## src/rtl/reservation_station_pkg.sv

```systemverilog
// Shared types and constants for the reservation stations: dispatch payload,
// per-slot entry, the scheduler-facing rs_out_t, and the CDB capture helper.
package reservation_station_pkg;

  localparam int RS_DEPTH  = 2;
  localparam int ROB_TAG_W = 4;

  typedef struct packed {
    logic                 ready;
    logic [ROB_TAG_W-1:0] tag;
    logic [31:0]          value;
  } rs_src_t;

  typedef struct packed {
    logic [2:0]           ALU_op;
    logic [1:0]           branch_type;
    logic [ROB_TAG_W-1:0] ROB_entry;
    rs_src_t              src1;
    rs_src_t              src2;
  } rs_dispatch_t;

  typedef struct packed {
    logic                 valid;
    logic [2:0]           ALU_op;
    logic [1:0]           branch_type;
    logic [ROB_TAG_W-1:0] ROB_entry;
    rs_src_t              src1;
    rs_src_t              src2;
  } rs_entry_t;

  typedef struct packed {
    logic                 valid_operands;
    logic [2:0]           ALU_op;
    logic [ROB_TAG_W-1:0] ROB_entry;
    logic [1:0]           branch_type;
    logic [31:0]          rs1;
    logic [31:0]          rs2;
  } rs_out_t;

  // A waiting source latches the broadcast value when the CDB carries its tag.
  function automatic rs_src_t capture(input rs_src_t src, input logic cdb_valid,
                                      input logic [ROB_TAG_W-1:0] cdb_tag,
                                      input logic [31:0] cdb_value);
    rs_src_t r;
    r = src;
    if (!src.ready && cdb_valid && (src.tag == cdb_tag)) begin
      r.ready = 1'b1;
      r.value = cdb_value;
    end
    return r;
  endfunction

endpackage

```

## src/rtl/reservation_station_entry.sv

```systemverilog
// One reservation-station slot: valid bit, two sources with CDB snoop/capture.
// RS_WAKEUP_BYPASS_EN makes a slot eligible in the CDB broadcast cycle itself.
module rs_entry
  import reservation_station_pkg::*;
(
  input  logic                 clk,
  input  logic                 reset,
  input  logic                 alloc,
  input  rs_dispatch_t         alloc_data,
  input  logic                 clear,
  input  logic                 flush,
  input  logic                 cdb_valid,
  input  logic [ROB_TAG_W-1:0] cdb_tag,
  input  logic [31:0]          cdb_value,
  output rs_entry_t            entry,
  output logic                 eligible,
  output logic [31:0]          rs1,
  output logic [31:0]          rs2
);

  // NOTE: sequential state uses non-blocking assignments only, so every slot
  // samples the same pre-edge values regardless of process ordering.
  // NOTE: the whole slot is reset, not just valid, so the payload never
  // carries X into rs_data after reset.
  always_ff @(posedge clk or negedge reset) begin
    if (!reset) begin
      entry <= '0;
    end else if (flush || clear) begin
      // A consume beats a CDB capture landing on the same slot.
      entry.valid <= 1'b0;
    end else if (alloc) begin
      entry <= '{valid:       1'b1,
                 ALU_op:      alloc_data.ALU_op,
                 branch_type: alloc_data.branch_type,
                 ROB_entry:   alloc_data.ROB_entry,
                 src1:        capture(alloc_data.src1, cdb_valid, cdb_tag, cdb_value),
                 src2:        capture(alloc_data.src2, cdb_valid, cdb_tag, cdb_value)};
    end else if (entry.valid) begin
      entry.src1 <= capture(entry.src1, cdb_valid, cdb_tag, cdb_value);
      entry.src2 <= capture(entry.src2, cdb_valid, cdb_tag, cdb_value);
    end
  end

`ifdef RS_WAKEUP_BYPASS_EN
  logic hit1, hit2;
  assign hit1     = cdb_valid && (entry.src1.tag == cdb_tag);
  assign hit2     = cdb_valid && (entry.src2.tag == cdb_tag);
  assign eligible = entry.valid && (entry.src1.ready || hit1) && (entry.src2.ready || hit2);
  assign rs1      = entry.src1.ready ? entry.src1.value : cdb_value;
  assign rs2      = entry.src2.ready ? entry.src2.value : cdb_value;
`else
  assign eligible = entry.valid && entry.src1.ready && entry.src2.ready;
  assign rs1      = entry.src1.value;
  assign rs2      = entry.src2.value;
`endif

endmodule

```

## src/rtl/reservation_station.sv

```systemverilog
// Reservation station: allocation, lowest-index issue select, pick tracking for
// the valid_operands/consumed handshake, and occupancy. See RS_WAKEUP_BYPASS_EN in rs_entry.
module reservation_station
  import reservation_station_pkg::*;
#(
  parameter int DEPTH = RS_DEPTH,
  parameter int TAG_W = ROB_TAG_W
) (
  input  logic                       clk,
  input  logic                       reset,
  input  logic                       dispatch_valid,
  input  rs_dispatch_t               dispatch_data,
  output logic                       dispatch_ready,
  input  logic                       cdb_valid,
  input  logic [TAG_W-1:0]           cdb_tag,
  input  logic [31:0]                cdb_value,
  input  logic                       consumed,
  input  logic                       flush,
  output rs_out_t                    rs_data,
  output logic [$clog2(DEPTH+1)-1:0] occupancy
);

  localparam int IDX_W = $clog2(DEPTH);
  localparam int OCC_W = $clog2(DEPTH+1);

  rs_entry_t        entries [DEPTH];
  logic [31:0]      rs1_vec [DEPTH];
  logic [31:0]      rs2_vec [DEPTH];
  logic [DEPTH-1:0] valid_vec, eligible_vec, alloc_vec, clear_vec;
  logic [IDX_W-1:0] free_idx, sel_idx, last_pick_idx;
  logic             sel_found, last_pick_valid;
  logic             dispatch_fire, consume_fire;

  for (genvar i = 0; i < DEPTH; i++) begin : g_slot
    rs_entry u_entry (
      .clk        (clk),
      .reset      (reset),
      .alloc      (alloc_vec[i]),
      .alloc_data (dispatch_data),
      .clear      (clear_vec[i]),
      .flush      (flush),
      .cdb_valid  (cdb_valid),
      .cdb_tag    (cdb_tag),
      .cdb_value  (cdb_value),
      .entry      (entries[i]),
      .eligible   (eligible_vec[i]),
      .rs1        (rs1_vec[i]),
      .rs2        (rs2_vec[i])
    );
    assign valid_vec[i] = entries[i].valid;
  end

  // Free-slot and issue pickers work from registered valid bits only, so a
  // slot freed by this cycle's consume is not reused until next cycle.
  assign dispatch_ready = ~&valid_vec;
  assign dispatch_fire  = dispatch_valid && dispatch_ready && !flush;
  assign consume_fire   = consumed && last_pick_valid && !flush;

  // NOTE: every always_comb output gets a default before any conditional
  // assignment so no path leaves it unassigned and a latch is inferred.
  always_comb begin
    free_idx  = '0;
    sel_idx   = '0;
    sel_found = 1'b0;
    for (int i = DEPTH - 1; i >= 0; i--) begin
      if (!valid_vec[i]) free_idx = IDX_W'(i);
      if (eligible_vec[i]) begin
        sel_idx   = IDX_W'(i);
        sel_found = 1'b1;
      end
    end
  end

  always_comb begin
    alloc_vec = '0;
    clear_vec = '0;
    for (int i = 0; i < DEPTH; i++) begin
      alloc_vec[i] = dispatch_fire && (free_idx == IDX_W'(i));
      clear_vec[i] = consume_fire && (last_pick_idx == IDX_W'(i));
    end
  end

  // consumed only masks valid_operands; the payload still shows the pick.
  always_comb begin
    rs_data = '0;
    if (sel_found) begin
      rs_data.valid_operands = !consumed;
      rs_data.ALU_op         = entries[sel_idx].ALU_op;
      rs_data.ROB_entry      = entries[sel_idx].ROB_entry;
      rs_data.branch_type    = entries[sel_idx].branch_type;
      rs_data.rs1            = rs1_vec[sel_idx];
      rs_data.rs2            = rs2_vec[sel_idx];
    end
  end

  always_ff @(posedge clk or negedge reset) begin
    if (!reset) begin
      last_pick_idx   <= '0;
      last_pick_valid <= 1'b0;
    end else begin
      last_pick_idx   <= sel_idx;
      last_pick_valid <= rs_data.valid_operands && !flush;
    end
  end

  always_ff @(posedge clk or negedge reset) begin
    if (!reset) begin
      occupancy <= '0;
    end else if (flush) begin
      occupancy <= '0;
    end else begin
      occupancy <= occupancy + OCC_W'(dispatch_fire) - OCC_W'(consume_fire);
    end
  end

endmodule
```

## config.mk

```make
export PLATFORM = sky130hd
export DESIGN_NAME = reservation_station
export DESIGN_NICKNAME = d
export VERILOG_FILES = /design/src/rtl/reservation_station_pkg.sv /design/src/rtl/reservation_station_entry.sv /design/src/rtl/reservation_station.sv
export SDC_FILE = /design/constraint.sdc
export NUM_CORES = 1
export LEC_CHECK = 0
export CAP_MARGIN = 15
export CORE_MARGIN = 2
export CORE_UTILIZATION = 40
export CTS_CLUSTER_SIZE = 16
export DETAILED_ROUTE_END_ITERATION = 8
export PLACE_DENSITY = 0.66
export SLEW_MARGIN = 20
export SYNTH_ARGS = -nofsm -noshare
export SYNTH_HDL_FRONTEND = slang
export SYNTH_SLANG_ARGS = --single-unit
```

## constraint.sdc

```tcl
create_clock -name clk -period 3.56 [get_ports clk]
set_clock_uncertainty 0.05 [all_clocks]
set_input_delay 0.712 -clock clk [delete_from_list [all_inputs] [get_ports clk]]
set_output_delay 0.712 -clock clk [all_outputs]
set_load 0.1 [all_outputs]
```

=== Word level (Yosys, flattened, before mapping) ===
Cells that the tools add are included.

* Input port bits: 125
* Output and inout port bits: 77
* Word-level logic and storage cells: 124
* Register bits after elaboration: 172

* Add/sub/neg operators: 2
* Reduce and logical (&&, ||, !) cells: 51
* Bitwise gates (word level): 5
* Muxes and demuxes: 36
* Equal/unequal tests: 6
* Magnitude comparators: 1

{| class="wikitable"
|+ Operators by type and width
! operator !! count
|-
| $mux 32 || 12
|-
| $mux 74 || 5
|-
| $mux 83 || 3
|-
| $logic_and 1x1->1 || 25
|-
| $eq 4x4->1 || 6
|-
| $mux 10 || 2
|-
| $reduce_bool 2->1 || 8
|-
| $mux 1 || 13
|-
| $reduce_and 3->1 || 4
|-
| $logic_not 1->1 || 9
|-
| $reduce_and 2->1 || 3
|-
| $not 1->1 || 4
|-
| $add 2x1->2 || 1
|-
| $ge 2x2->1 const B || 1
|-
| $logic_or 1x1->1 || 2
|-
| $mux 2 || 1
|-
| $not 1->2 || 1
|-
| $sub 2x1->2 || 1
|}

=== Logic depth before layout (Yosys ltp) ===
Gate-level depths: netlist of run 1.

* Depth after elaboration: 10
* Depth in mapped cells: 7
* Depth with buffers taken out: 7

=== Hierarchy ===
Synthesis of run 1 repeated with hierarchy kept, for this count alone.

* Cells, all modules: 1454
* Area, all modules: 13616.8 um2

{| class="wikitable"
|+ By module, submodules not included
! module !! times used !! seq. area each (um2) !! cells an instance !! area an instance (um2)
|-
| rs_entry || 2 || 2102.0 || 671 || 6282.3
|-
| reservation_station || 1 || 100.1 || 112 || 1052.3
|}

=== Worst setup path before layout of run 1 ===
OpenSTA, ideal clock, no wires.

* Path type: input-to-output
* Start: input port consumed
* End: output port rs_data[73] in the netlist's numbering
* Path slack: 0.603 ns
* Buffers on the path: 0
* Cell stages on the path: 1
* Arrival time: 2.195 ns
* Cell sequence: a21oi_1

* Longest elaborated chain between the ends: 2

{| class="wikitable"
|+ Ends and longest elaborated chain
! element !! line !! RTL
|-
| from (decl) || reservation_station.sv:17 || <nowiki>input logic consumed,</nowiki>
|-
| $logic_not 1->1 || reservation_station.sv:87 || <nowiki>rs_data.valid_operands = !consumed;</nowiki>
|-
| $mux 74 || reservation_station.sv:86 || <nowiki>if (sel_found) begin</nowiki>
|-
| to (decl) || reservation_station.sv:19 || <nowiki>output rs_out_t rs_data,</nowiki>
|}

Every way passes these cells.

==> run summary, run 1 <==
Status: completed
Mean Syn Cell Area: 13.5 um2
CP Capture Type: output pin
CTS tree: built
Post_cts resized: 0
WP buf/inv: 2
Placeable Area: 22400 um2
Seq pwr share: 38.6%
TritonRoute pass-1 iters: 4
CP cell instances: and3_2, buf_4, a22o_1, buf_12
DR vias/cell: 5.40
Critical path depth in cells: 4
Post-DR wirelength/cell: 20.7 um
Worst slew margin: 32.7%
Number of clock sinks: 172
HPWL Detailed: 16300 um
Io pins: 202
Die H: 155 um
Final WL: 24000 um
Post-synthesis register bit count: 172
Die width: 155 um
Vias: 6273
Top cells by area, synth: dfrtp_1 47%, mux2_2 36%, a22o_1 7.0%, xnor2_1 1.5%, buf_2 0.88%
Delay-heaviest family, CP: buffers and inverters
Critical path's largest stage delay: 0.72 ns
Placed insts: 1129
Cell Area, Synth: 9080 um2
Mapped Nets: 800
Post-route ant nets: 0
GRT Total Usage: 20.6%
Startpoint Class: register
Gate power share: 35.1%
Layout Nets: 990
Worst skew pair latency: 0.43 ns
Clock Tree Root: clkbuf_16
Area Growth Syn to Fin: 41.0%
First-pass GRT wire length: 38000 um
Vias in the first global route: 6713
Initial DRC Count: 268
Max FO, Critical Path: 73
Slowest stage cell, crit path: buf_4
Gr ovfl total: 0
Most common cell after layout, fill and taps aside: mux2_2
Seq/Total Area, Yosys: 47.4%
Max-slew violation count: 0
Share of cells above drive strength 1: 49.0%
Core Rows: 55
FF-to-FF path depth: 6
Worst-case vdd ir drop: 0.000340 V
Cell internal pwr: 0.00458 W
Max-cap violations: 0
Initial core utilization: 40.5%
Worst R2R Setup Slack: 1.35 ns
Final hold slack: 0.237 ns
# H-tree levels: 4
P_leak: 5.20 nW
Deepest clock path buffer count: 2
Unique masters post-synth: 34
Required time of the worst setup path: 2.80 ns
PwrDens: 547 nW/um2
Yosys Warn Count: 0
Input/output buffers: 201
Hold_buf cts: 0
Placer Congestion: 0.777
Worst hold path class: input port to async pin
Cells after synthesis: 673
Fmax: 0.308 GHz
Largest net degree at the start of global routing: 74
Synth top area share: 47.4%
Final period utilization: 91.3%
Setup_tns: 0 ns
Critical path type: register to output pin
Most frequent cells in the layout: 288 x mux2_2, 172 x dfrtp_1, 124 x clkdlybuf4s50_1
Post-route insts no fill: 1162
Final setup fails: 0
Sw Share: 34.7%
Fin. Hold Viols: 0
Tmin final: 3.25 ns
RSZ-0062 raised after global routing: false
Die area: 23900 um2
Leading area contributor after synthesis: dfrtp_1
Power share of the clock group: 26.2%
DRC: 0
Antenna violations before repair: 1
Arrival @ worst endpoint: 2.49 ns
NetSw: 0.00243 W
Clk slew on worst S/H paths: 0.07 ns
Worst Tran Pin Value: 1.01 ns
Setup repair bufs after CTS: 0
Clock buffers created by TritonCTS: 17
power groups by stage:
stage                     logic [W]  registers (W)  clock network [W]
after global placement      0.00245        0.00272                  0
after global routing        0.00258        0.00277            0.00197
after CTS                   0.00248        0.00271            0.00189
after floorplan             0.00162        0.00268                  0
after detailed placement    0.00248        0.00274                  0
final                       0.00246        0.00271            0.00184
worst reg2reg max path, cell delays in order (launching register included):
cell	delay (ns)
dfrtp_1	0.40
and3b_1	0.22
nand3_1	0.07
or4_1	0.54
a21oi_4	0.22
buf_4	0.25
mux2_2	0.36
cell type report:
type / count / area (um2)
Antenna cell: 1 / 2.50
Clock buffer: 19 / 443
Clock inverter: 13 / 133
Fill cell: 1848 / 9630
Inverter: 7 / 26.3
Multi-Input combinational cell: 444 / 4550
Sequential cell: 172 / 4300
Tap cell: 285 / 357
Timing Repair Buffer: 221 / 2990
synthesized netlist by cell type:
cell,n
a222oi_1,1
o21ai_1,1
a311oi_2,1
and3_1,2
nor2b_1,5
or4_1,2
buf_6,6
nor2_1,6
ha_1,2
nand3b_1,2
o21bai_1,1
buf_1,1
inv_1,7
clkbuf_1,19
nand3_1,7
a22o_1,73
o2111a_1,1
xor2_1,7
nand2_1,6
a31oi_1,2
a21oi_1,4
xnor2_1,16
and3b_1,1
or2_2,1
nor3_1,2
a21oi_2,2
o32a_1,2
dfrtp_1,172
buf_4,8
nand2b_1,4
buf_2,16
o41a_1,2
o21ai_0,3
mux2_2,288
worst paths after layout:
| path | start | endpoint |
|---|---|---|
| setup / recovery | g_slot[0].u_entry.entry[83] | rs_data[46] |
| hold / removal | reset | g_slot[0].u_entry.rs1[9] |
| setup reg to reg | g_slot[1].u_entry.entry[83] | g_slot[1].u_entry.rs1[31] |
| hold reg to reg | g_slot[0].u_entry.rs1[12] | g_slot[0].u_entry.rs1[12] |
| max in group asynchronous | reset | g_slot[0].u_entry.rs2[17] |
| min in group clk | g_slot[0].u_entry.rs1[12] | g_slot[0].u_entry.rs1[12] |
flip-flops by register name, indices dropped and copies added, names as in the netlist:
register and count:
g_slot.u_entry.entry 40, g_slot.u_entry.rs1 64, g_slot.u_entry.rs2 64, last_pick_idx 1, last_pick_valid 1, occupancy 2
metal layers:
layer | global-route usage [%] | up-vias | part of all wire, %
met5 | 0 | - | 0.054
met4 | 4.94 | 2 | 1.1
met3 | 5.32 | 16 | 5.9
met2 | 33.6 | 156 | 49
met1 | 27.5 | 3209 | 44
li1 | - | 2890 | -
metrics by stage:
step	util (%)	cell area (um2)	total power, W	setup WS [ns]
after floorplan	-	9080	0.00430	0.603
after global placement	54.5	12200	0.00518	0.361
after global routing	57.1	12800	0.00732	0.213
after detailed placement	54.5	12200	0.00523	0.314
after CTS	57.1	12800	0.00708	0.295
final	57.1	12800	0.00701	0.309
cells by family (layout without fill, tap and decap cells):
| kind of cell | count (synthesis) | after routing | synth area share [%] |
|---|---|---|---|
| xor gates and xnor gates | 23 | 23 | 2.22 |
| other | 0 | 1 | 0 |
| and+or+nand+nor | 38 | 38 | 2.25 |
| muxes | 288 | 288 | 35.7 |
| DFF | 172 | 172 | 47.4 |
| adders and majority gates | 2 | 2 | 0.275 |
| AOI/OAI and AO/OA | 93 | 93 | 8.76 |
| buffers and inverters | 57 | 260 | 3.40 |
Power figures use the tool's default switching activity.
==> run 2, diff against run 1 <==
Settings changed: CORE_MARGIN 2 to 4.
Clock period 3.56 ns to 3 ns, I/O delays scaled along.
==> run 2 against run 1 <==
Compared with the run above: hold slack worse by 0.066 ns; global-route usage is 0.74 points lower; register-to-register slack worse by 0.61 ns; sequential cell count stayed put; setup slack worse by 0.19 ns; die area is 5.2% higher; sequential power is 19% higher; via count is 2.4% higher; clock-buffer cell count is 2 lower; sequential share of layout area is 0.44 points lower; largest power group unchanged; highest routed layer unchanged; combinational power is 20% higher.
==> run summary, run 2 (same netlist as run 1, synthesis figures left out) <==
Initial core utilization: 41.1% (was 40.5%)
Worst skew pair latency: 0.42 ns (was 0.43 ns)
Worst R2R Setup Slack: 0.74 ns (was 1.35 ns)
P_leak: 5.30 nW (was 5.20 nW)
HPWL Detailed: 18000 um (was 16300 um)
Tmin final: 2.88 ns
Largest net degree at the start of global routing: 85 (was 74)
Filler cells: 1767 (was 1848)
Layout Nets: 1002 (was 990)
PwrDens: 653 nW/um2 (was 547 nW/um2)
DR vias/cell: 5.50 (was 5.40)
Core Rows: 54 (was 55)
Max-cap violations: 0 (unchanged)
Slowest stage cell, crit path: dfrtp_1 (was buf_4)
WL met1: 10600 um (about the same)
Vias in the first global route: 7058 (was 6713)
Number of clock sinks: 172 (unchanged)
Status: completed (unchanged)
CP Capture Type: output pin (unchanged)
# H-tree levels: 4 (unchanged)
Final WL: 25000 um (was 24000 um)
Crit path launch: g_slot[0].u_entry.entry[83] (unchanged)
Clock buffers created by TritonCTS: 17 (unchanged)
Critical path's largest stage delay: 0.45 ns (was 0.72 ns)
Met2 wire length: 12500 um (was 11700 um)
Critical path type: register to output pin (unchanged)
Max FO, Critical Path: 26 (was 73)
GRT Total Usage: 19.8% (was 20.6%)
Post-DR wirelength/cell: 21.4 um (was 20.7 um)
Fin. Hold Viols: 0 (unchanged)
CP cell instances: and3_2, nor2_4, buf_4, a22o_1, buf_12 (was and3_2, buf_4, a22o_1, buf_12)
Fmax: 0.348 GHz
Final hold slack: 0.172 ns (was 0.237 ns)
CTS tree: built (unchanged)
Final period utilization: 95.9%
Worst r2r dst: g_slot[1].u_entry.rs2[10] (was g_slot[1].u_entry.rs1[31])
Max layer used: met5 (unchanged)
Gr ovfl total: 0 (unchanged)
TritonRoute pass-1 iters: 4 (unchanged)
Arrival @ worst endpoint: 2.23 ns (was 2.49 ns)
Met3 Wirelength: 1510 um (was 1430 um)
Clock Tree Root: clkbuf_16 (unchanged)
Worst slew margin: 47.3% (was 32.7%)
FF-to-FF path depth: 6 (unchanged)
Worst-case vdd ir drop: 0.000365 V (was 0.000340 V)
Deepest clock path buffer count: 2 (unchanged)
Final Util: 58.7% (was 57.1%)
Post-route ant nets: 0 (unchanged)
Max-slew violation count: 0 (unchanged)
Placer Congestion: 0.841 (was 0.777)
Placeable Area: 22100 um2 (was 22400 um2)
Input/output buffers: 201 (unchanged)
Setup_tns: 0 ns (unchanged)
RSZ-0062 raised after global routing: false (unchanged)
Die width: 159 um (was 155 um)
Die area: 25200 um2 (was 23900 um2)
Initial DRC Count: 212 (was 268)
Worst Tran Pin Value: 0.790 ns (was 1.01 ns)
Clk slew on worst S/H paths: 0.07 ns (about the same)
Share of cells above drive strength 1: 49.9% (was 49.0%)
Hold_buf cts: 0 (unchanged)
Io pins: 202 (unchanged)
Antenna violations before repair: 5 (was 1)
Design Power: 0.00847 W (was 0.00701 W)
Vias: 6426 (was 6273)
Area Growth Syn to Fin: 42.8% (was 41.0%)
Die H: 159 um (was 155 um)
Worst hold path class: input port to async pin (unchanged)
Most common cell after layout, fill and taps aside: mux2_2 (unchanged)
DRC: 0 (unchanged)
Final setup fails: 0 (unchanged)
Most frequent cells in the layout: 288 x mux2_2, 172 x dfrtp_1, 123 x clkdlybuf4s50_1 (was 288 x mux2_2, 172 x dfrtp_1, 124 x clkdlybuf4s50_1)
Required time of the worst setup path: 2.35 ns (was 2.80 ns)
Reg2reg start: g_slot[1].u_entry.entry[83] (unchanged)
First-pass GRT wire length: 38800 um (was 38000 um)
Startpoint Class: register (unchanged)
[run 2: cell type report]
| class | count | area, um2 | share of cell area [%] |
|---|---|---|---|
| tap | 280 | 350 | 2.70 |
| inverter | 7 | 26.3 | 0.203 |
| clock inverter | 15 | 185 | 1.43 |
| timing repair buffer | 233 | 3130 | 24.1 |
| sequential | 172 | 4300 | 33.2 |
| antenna | 1 | 2.50 | 0.0193 |
| clock buffer | 17 | 425 | 3.28 |
| multi-input combinational | 444 | 4550 | 35.1 |
[run 2: per-stage QoR]
step | setup slack [ns] | instances | instance area (um2)
finish | 0.122 | 1169 | 13000
global route | 0.00148 | 1169 | 13000
CTS | 0.0548 | 1168 | 13000
detailed placement | -0.00819 | 1136 | 12400
global placement | 0.0445 | 1136 | 12400
floorplan | 0.267 | 673 | 9080
[run 2: worst max path at each step]
stage and end:
2_1_floorplan rs_data[73], 3_3_place_gp g_slot[1].u_entry.rs2[12], 3_5_place_dp g_slot[1].u_entry.rs2[8], 4_1_cts rs_data[53], 5_1_grt rs_data[1], 6_report rs_data[44]
[run 2: report_power, final]
| group | leakage [nW] | internal, W | switching, W | total, W |
|---|---|---|---|---|
| logic | 2.96 | 0.00136 | 0.00160 | 0.00296 |
| registers | 2.05 | 0.00291 | 0.000314 | 0.00322 |
| clock network | 0.295 | 0.00133 | 0.000964 | 0.00229 |
[run 2: worst max-delay path: cells and delay by family, from the launching register on]
kind | cells | cell delay, ns
AND/OR/NAND/NOR | 2 | 0.51
buffers and inverters | 2 | 0.56
flip-flops | 1 | 0.45
AO/OA/AOI/OAI | 1 | 0.27
[run 2: layer usage]
layer / track usage [%] / up-vias
met5: 0 / -
met4: 5.32 / 8
met3: 4.76 / 32
met2: 34.2 / 179
met1: 25.0 / 3295
li1: - / 2912
[run 2: timing repair]
item                                    CTS  global route
endpoints found under the setup margin    0             1
setup buffers                             0             0
gates resized for setup                   0             1
